**config.mk**
```make
export PLATFORM = sky130hd
export DESIGN_NAME = store_buffer
export DESIGN_NICKNAME = d
export VERILOG_FILES = /design/src/rtl/sb_pkg.sv /design/src/rtl/sb_match.sv /design/src/rtl/store_buffer.sv
export SDC_FILE = /design/constraint.sdc
export NUM_CORES = 1
export LEC_CHECK = 0
export BUFFER_PORTS_ARGS = -buffer_cell sky130_fd_sc_hd__clkbuf_2
export CELL_PAD_IN_SITES_DETAIL_PLACEMENT = 0
export CELL_PAD_IN_SITES_GLOBAL_PLACEMENT = 2
export CORE_UTILIZATION = 37
export DETAILED_ROUTE_END_ITERATION = 6
export PLACE_DENSITY_LB_ADDON = 0.25
export SLEW_MARGIN = 20
export SYNTH_ARGS = -nofsm -noshare
export SYNTH_HDL_FRONTEND = slang
export SYNTH_SLANG_ARGS = --single-unit
```
**constraint.sdc**
```tcl
create_clock -name clk -period 5.5 [get_ports clk]
set_input_delay 1.65 -clock clk [delete_from_list [all_inputs] [get_ports clk]]
set_output_delay 1.65 -clock clk [all_outputs]
set_load 0.03 [all_outputs]
```
**src/rtl/sb_pkg.sv**
```systemverilog
// Shared constants, entry layout and parameter checks for the write-combining store buffer.
package sb_pkg;

  localparam int SB_AW    = 15;
  localparam int SB_DW    = 16;
  localparam int SB_DEPTH = 4;
  localparam int SB_NRD   = 2;

  typedef struct packed {
    logic              valid;
    logic [SB_AW-1:0]  addr;
    logic [SB_DW-1:0]  data;
  } sb_entry_t;

  function automatic bit sb_depth_ok(input int depth);
    return (depth >= 2) && ((depth & (depth - 1)) == 0);
  endfunction

endpackage

```
**src/rtl/sb_match.sv**
```systemverilog
// One address lookup over the buffer: store bypass first, then the younger non-head copy, then the head.
module sb_match
  import sb_pkg::*;
#(
  parameter int DEPTH = SB_DEPTH,
  parameter int AW    = SB_AW,
  parameter int DW    = SB_DW,
  parameter int PW    = $clog2(DEPTH)
) (
  input  logic [DEPTH-1:0]         valid,
  input  logic [DEPTH-1:0][AW-1:0] addr,
  input  logic [DEPTH-1:0][DW-1:0] data,
  input  logic [PW-1:0]            head,
  input  logic [AW-1:0]            raddr,
  input  logic                     byp_en,
  input  logic [AW-1:0]            byp_addr,
  input  logic [DW-1:0]            byp_data,
  output logic                     hit,
  output logic [DW-1:0]            rdata,
  output logic                     nh_hit,
  output logic [PW-1:0]            nh_idx
);

  logic [DW-1:0] nh_data;
  logic          hd_hit;

  // At most one non-head entry can hold a given address, so the scan never has to arbitrate.
  always_comb begin
    nh_hit  = 1'b0;
    nh_idx  = '0;
    nh_data = '0;
    for (int i = 0; i < DEPTH; i++) begin
      if (valid[i] && (addr[i] == raddr) && (PW'(i) != head)) begin
        nh_hit  = 1'b1;
        nh_idx  = PW'(i);
        nh_data = data[i];
      end
    end
  end

  assign hd_hit = valid[head] && (addr[head] == raddr);

  always_comb begin
    hit   = 1'b0;
    rdata = '0;
    if (byp_en && (byp_addr == raddr)) begin
      hit   = 1'b1;
      rdata = byp_data;
    end else if (nh_hit) begin
      hit   = 1'b1;
      rdata = nh_data;
    end else if (hd_hit) begin
      hit   = 1'b1;
      rdata = data[head];
    end
  end

endmodule

```
**src/rtl/store_buffer.sv**
```systemverilog
// Write-combining store FIFO: merges repeat stores, forwards to loads, drains the head to memory.
module store_buffer
  import sb_pkg::*;
#(
  parameter int DEPTH = SB_DEPTH,
  parameter int AW    = SB_AW,
  parameter int DW    = SB_DW,
  parameter int NRD   = SB_NRD
) (
  input  logic                       clk,
  input  logic                       rst,
  input  logic                       wen,
  input  logic [AW-1:0]              waddr,
  input  logic [DW-1:0]              wdata,
  output logic                       full,
  output logic                       empty,
  output logic [$clog2(DEPTH+1)-1:0] count,
  input  logic [NRD*AW-1:0]          raddr,
  output logic [NRD-1:0]             rexists,
  output logic [NRD*DW-1:0]          rdata,
  output logic                       mem_wen,
  output logic [AW-1:0]              mem_waddr,
  output logic [DW-1:0]              mem_wdata,
  input  logic                       mem_ready
);

  localparam int PW = $clog2(DEPTH);
  localparam int CW = $clog2(DEPTH + 1);

  if (!sb_depth_ok(DEPTH)) begin : g_bad_depth
    $error("store_buffer: DEPTH must be a power of two and at least 2");
  end

  logic [DEPTH-1:0]         valid_q;
  logic [DEPTH-1:0][AW-1:0] addr_q;
  logic [DEPTH-1:0][DW-1:0] data_q;
  logic [PW-1:0]            head_q;
  logic [PW-1:0]            tail_q;
  logic [CW-1:0]            count_q;

  logic          merge_hit;
  logic [PW-1:0] merge_idx;
  logic          merge;
  logic          alloc;
  logic          accept;
  logic          drain;
  logic          merge_unused_hit;
  logic [DW-1:0] merge_unused_data;

  assign full    = (count_q == CW'(DEPTH));
  assign empty   = (count_q == '0);
  assign count   = count_q;
  assign mem_wen = ~empty;
  // Zero when idle so a stale, already-drained head never shows on the memory bus.
  assign mem_waddr = mem_wen ? addr_q[head_q] : '0;
  assign mem_wdata = mem_wen ? data_q[head_q] : '0;

  assign drain  = mem_wen & mem_ready;
  assign merge  = wen & merge_hit;
  assign alloc  = wen & ~merge_hit & ~full;
  assign accept = merge | alloc;

  // Merge probe ignores the head so the entry on the memory bus stays frozen.
  sb_match #(.DEPTH(DEPTH), .AW(AW), .DW(DW), .PW(PW)) u_merge (
    .valid    (valid_q),
    .addr     (addr_q),
    .data     (data_q),
    .head     (head_q),
    .raddr    (waddr),
    .byp_en   (1'b0),
    .byp_addr (waddr),
    .byp_data (wdata),
    .hit      (merge_unused_hit),
    .rdata    (merge_unused_data),
    .nh_hit   (merge_hit),
    .nh_idx   (merge_idx)
  );

  logic [NRD-1:0]         port_unused_nh_hit;
  logic [NRD-1:0][PW-1:0] port_unused_nh_idx;

  for (genvar g = 0; g < NRD; g++) begin : g_port
    sb_match #(.DEPTH(DEPTH), .AW(AW), .DW(DW), .PW(PW)) u_match (
      .valid    (valid_q),
      .addr     (addr_q),
      .data     (data_q),
      .head     (head_q),
      .raddr    (raddr[g*AW +: AW]),
      .byp_en   (wen & accept),
      .byp_addr (waddr),
      .byp_data (wdata),
      .hit      (rexists[g]),
      .rdata    (rdata[g*DW +: DW]),
      .nh_hit   (port_unused_nh_hit[g]),
      .nh_idx   (port_unused_nh_idx[g])
    );
  end

  always_ff @(posedge clk) begin
    if (rst) begin
      valid_q <= '0;
      addr_q  <= '0;
      data_q  <= '0;
      head_q  <= '0;
      tail_q  <= '0;
      count_q <= '0;
    end else begin
      if (drain) begin
        valid_q[head_q] <= 1'b0;
        head_q          <= head_q + PW'(1);
      end
      if (merge) begin
        data_q[merge_idx] <= wdata;
      end
      // Allocation only lands on the head slot when the buffer is empty, so it never races the drain.
      if (alloc) begin
        valid_q[tail_q] <= 1'b1;
        addr_q[tail_q]  <= waddr;
        data_q[tail_q]  <= wdata;
        tail_q          <= tail_q + PW'(1);
      end
      case ({alloc, drain})
        2'b10:   count_q <= count_q + CW'(1);
        2'b01:   count_q <= count_q - CW'(1);
        default: count_q <= count_q;
      endcase
    end
  end

endmodule
```
==> out/qor.yml <==
status: "finished with violations"
violations: "setup timing"
viasPerCell: 5.70
synth_edf_count: 0
vias: 10642
tritoncts: "yes"
final.setup.worst_slack_ps: -86.9
dp_cells: 1796
finalClockSkew_ps: 12.5
clk_latency_ps: 430
tightest_slew_ps: 832
initial_core_util: 0.377
yosys.cell_types.count: 69
max_freq_mhz: 179
drv_slew: 0
crit_chain: "clkbuf_2 -> xor2_1 -> nor4_1 -> and4_2 -> nor4_4 -> a21oi_2 -> nand2_4 -> buf_12 -> mux2i_2 -> clkbuf_8"
rsz0062_at_grt: "true"
fill_cells: 2748
crit_fanout: 11
slew_headroom: 0.444
postLayoutCellArea_um2: 15600
postSynthCellCount: 1240
critPathSlowestCell: "xor2_1"
cts_sinks: 135
cts_inserted_buffers: 17
die_w_um: 176
fin_crit_sh: 1.02
worst_hold_slack_ps: 469
fin_util: 0.526
antenna_found_initial: 1
overflow: 0
drive_gt1_frac: 0.389
stdcell_count: 1866
crit_path_end_kind: "output pin"
drt_wl_total_um: 47700
synth_xor_xnor_area_share: 0.197
grt_pass1_vias: 10525
setup_viol: 16
seq_area_frac_synth: 0.241
synth_mux_area_frac: 0.212
clock_path_buffers: 2
synth-seq-cells: 135
avgSynthCellArea_um2: 9.04
io_buffers: 135
hold_violations: 0
crit_required_ps: 3850
p_leak_nw: 6.91
max-cap-violations: 0
dieArea_um2: 31000
synth_flop_cell: "dfxtp_1"
start_kind: "primary input"
route.detailed.drc: 0
ff_latch_area_um2: 2710
yosysWarnings: 0
area_delta_synth_final_pct: 39.5
hpwl_um: 34700
htree_num_levels: 4
holdCritStartpoint: "valid_q[1]"
critPathKind: "primary input to output pin"
multiInputGateArea_um2: 8770
antennaDiodeCount: 0
worstHoldPathType: "flop to flop"
syn-cell-area_um2: 11200
path_clk_slew_ps: 60
synth_compound_area_frac: 0.0872
grt_max_degree: 63
ctsHoldBuffers: 0
gp_congestion: 0.998
total_power_mw: 3.97
critPathMaxStageDelay_ps: 460
synth_nets: 1315
fp.coreArea_um2: 29700
irDropWorstVdd_v: 0.000195
ys_async_sr_fraction: 0
synth_top_family_by_area: "multiplexers"
crit_arrival_ps: 3940
rows: 63
post_drt_wl_per_cell_um: 25.5
r2r-start: "head_q[0]"
timing.final.crit_period_ps: 5590
antenna_left: 0
cts-root-buf: "clkbuf_16"
drt_first_pass_iters: 6
p_per_area_nw_per_um2: 254
grt_pass1_wl_um: 69200
synthSimpleGateAreaFrac: 0.171
grt_use_total: 0.305
synthAdderAreaFrac: 0.0118
fp.dieH_um: 176
num_io_pins: 136
place_area_um2: 13100
crit_start: "waddr[9]"
drt-initial-drc-count: 899
final_nets: 1539
[critical path, delay by kind of cell]
kind | cells | cell delay (ps)
simple gates | 4 | 810
mux | 1 | 260
buf+inv | 3 | 600
xor+xnor | 1 | 460
compound gates | 1 | 120
[routing by layer]
layer / vias up / track usage / wire [um]
met5: - / 0 / 0
met4: 0 / 0.184 / 3090
met3: 144 / 0.0422 / 2560
met2: 507 / 0.500 / 22400
met1: 5184 / 0.378 / 19600
li1: 4807 / - / -
[flip-flops by register name (all words and copies together), names as in the netlist]
signal	count
count	3
tail_q	2
valid_q	4
data_q	64
addr_q	60
head_q	2
[stage by stage]
| stage | worst slack [ps] | setup TNS (ps) |
|---|---|---|
| finish | -86.9 | -504 |
| global route | -162 | -1830 |
| CTS | -16.5 | -37.4 |
| detailed placement | -412 | -9440 |
| global placement | -453 | -9430 |
| floorplan | -79.0 | -1160 |
[power breakdown]
part	internal, mW	switching, mW
sequential	1.07	0.166
combinational	0.635	0.964
clock	0.675	0.460
total	2.38	1.59
[layout by cell type, fill, tap and decap left out, types with 10 or more instances in the layout]
cell       count
buf_12        19
and2_1        19
o221ai_1      12
mux2i_2       19
nand3_1       17
clkbuf_8      15
a31oi_2       13
buf_6         35
dfxtp_1      133
xnor2_2       28
buf_4        174
mux4_2        18
mux2i_1      162
a21oi_1       13
mux2_2        10
nor2_1       171
nor4_2        18
nor3_1        19
clkbuf_2      77
clkbuf_16     20
xnor2_1       78
nand4_1       28
nand2_1       18
a221o_1       15
xor2_1       127
a2111oi_4     12
nor4_1        18
inv_1         25
[cell usage after synthesis, drive strengths merged (2+ instances only)]
cell type | n | area, um^2
mux2i | 184 | 1850
nor2 | 176 | 671
xor2 | 139 | 1220
dfxtp | 135 | 2700
xnor2 | 110 | 986
buf | 85 | 582
clkbuf | 50 | 209
nor4 | 45 | 348
nand4 | 31 | 221
inv | 25 | 93.8
nand3 | 23 | 170
nor3 | 21 | 116
nand2 | 20 | 82.6
and2 | 19 | 119
a31oi | 18 | 143
mux4 | 18 | 405
a2111oi | 17 | 211
o221ai | 16 | 140
a221o | 15 | 150
a41oi | 15 | 131
a21oi | 14 | 70.1
mux2 | 11 | 124
ha | 9 | 113
and4 | 6 | 52.6
and3 | 5 | 31.3
nand2b | 3 | 18.8
o21ai | 3 | 15.0
o22ai | 3 | 18.8
or3 | 3 | 23.8
a221oi | 2 | 17.5
dlygate4sd1 | 2 | 17.5
nand3b | 2 | 15.0
nor2b | 2 | 12.5
[final timing paths]
path,to,slack [ps],cells after the start
max,rdata[27],-90,10
min,valid_q[1],470,2
max reg2reg,count[2],1580,15
min reg2reg,valid_q[1],470,2
[layout make-up]
cell class	instances	area share
multi-input combinational	942	0.560
timing repair buffer	342	0.192
sequential	135	0.173
tap	390	0.0312
clock buffer	19	0.0283
clock inverter	12	0.00832
inverter	26	0.00624
[repair_timing]
item | 4_1_cts | 5_1_grt
endpoints found under the setup margin | 34 | 33
hold endpoints to repair | 0 | 0
buffers inserted | 16 | 22
pin swaps | 29 | 53
gates resized for setup | 142 | 199
gates cloned | 4 | 3
[cell families (layout without fill, tap and decap cells)]
logic type / count (synthesis) / count (layout)
and+or+nand+nor: 360 / 360
xor gates and xnor gates: 249 / 249
muxes: 213 / 213
buffers and inverters: 163 / 399
DFF: 135 / 135
AOI/OAI and AO/OA: 110 / 110
adders and majority gates: 10 / 10
No activity file was read; power rests on OpenSTA's default activity.
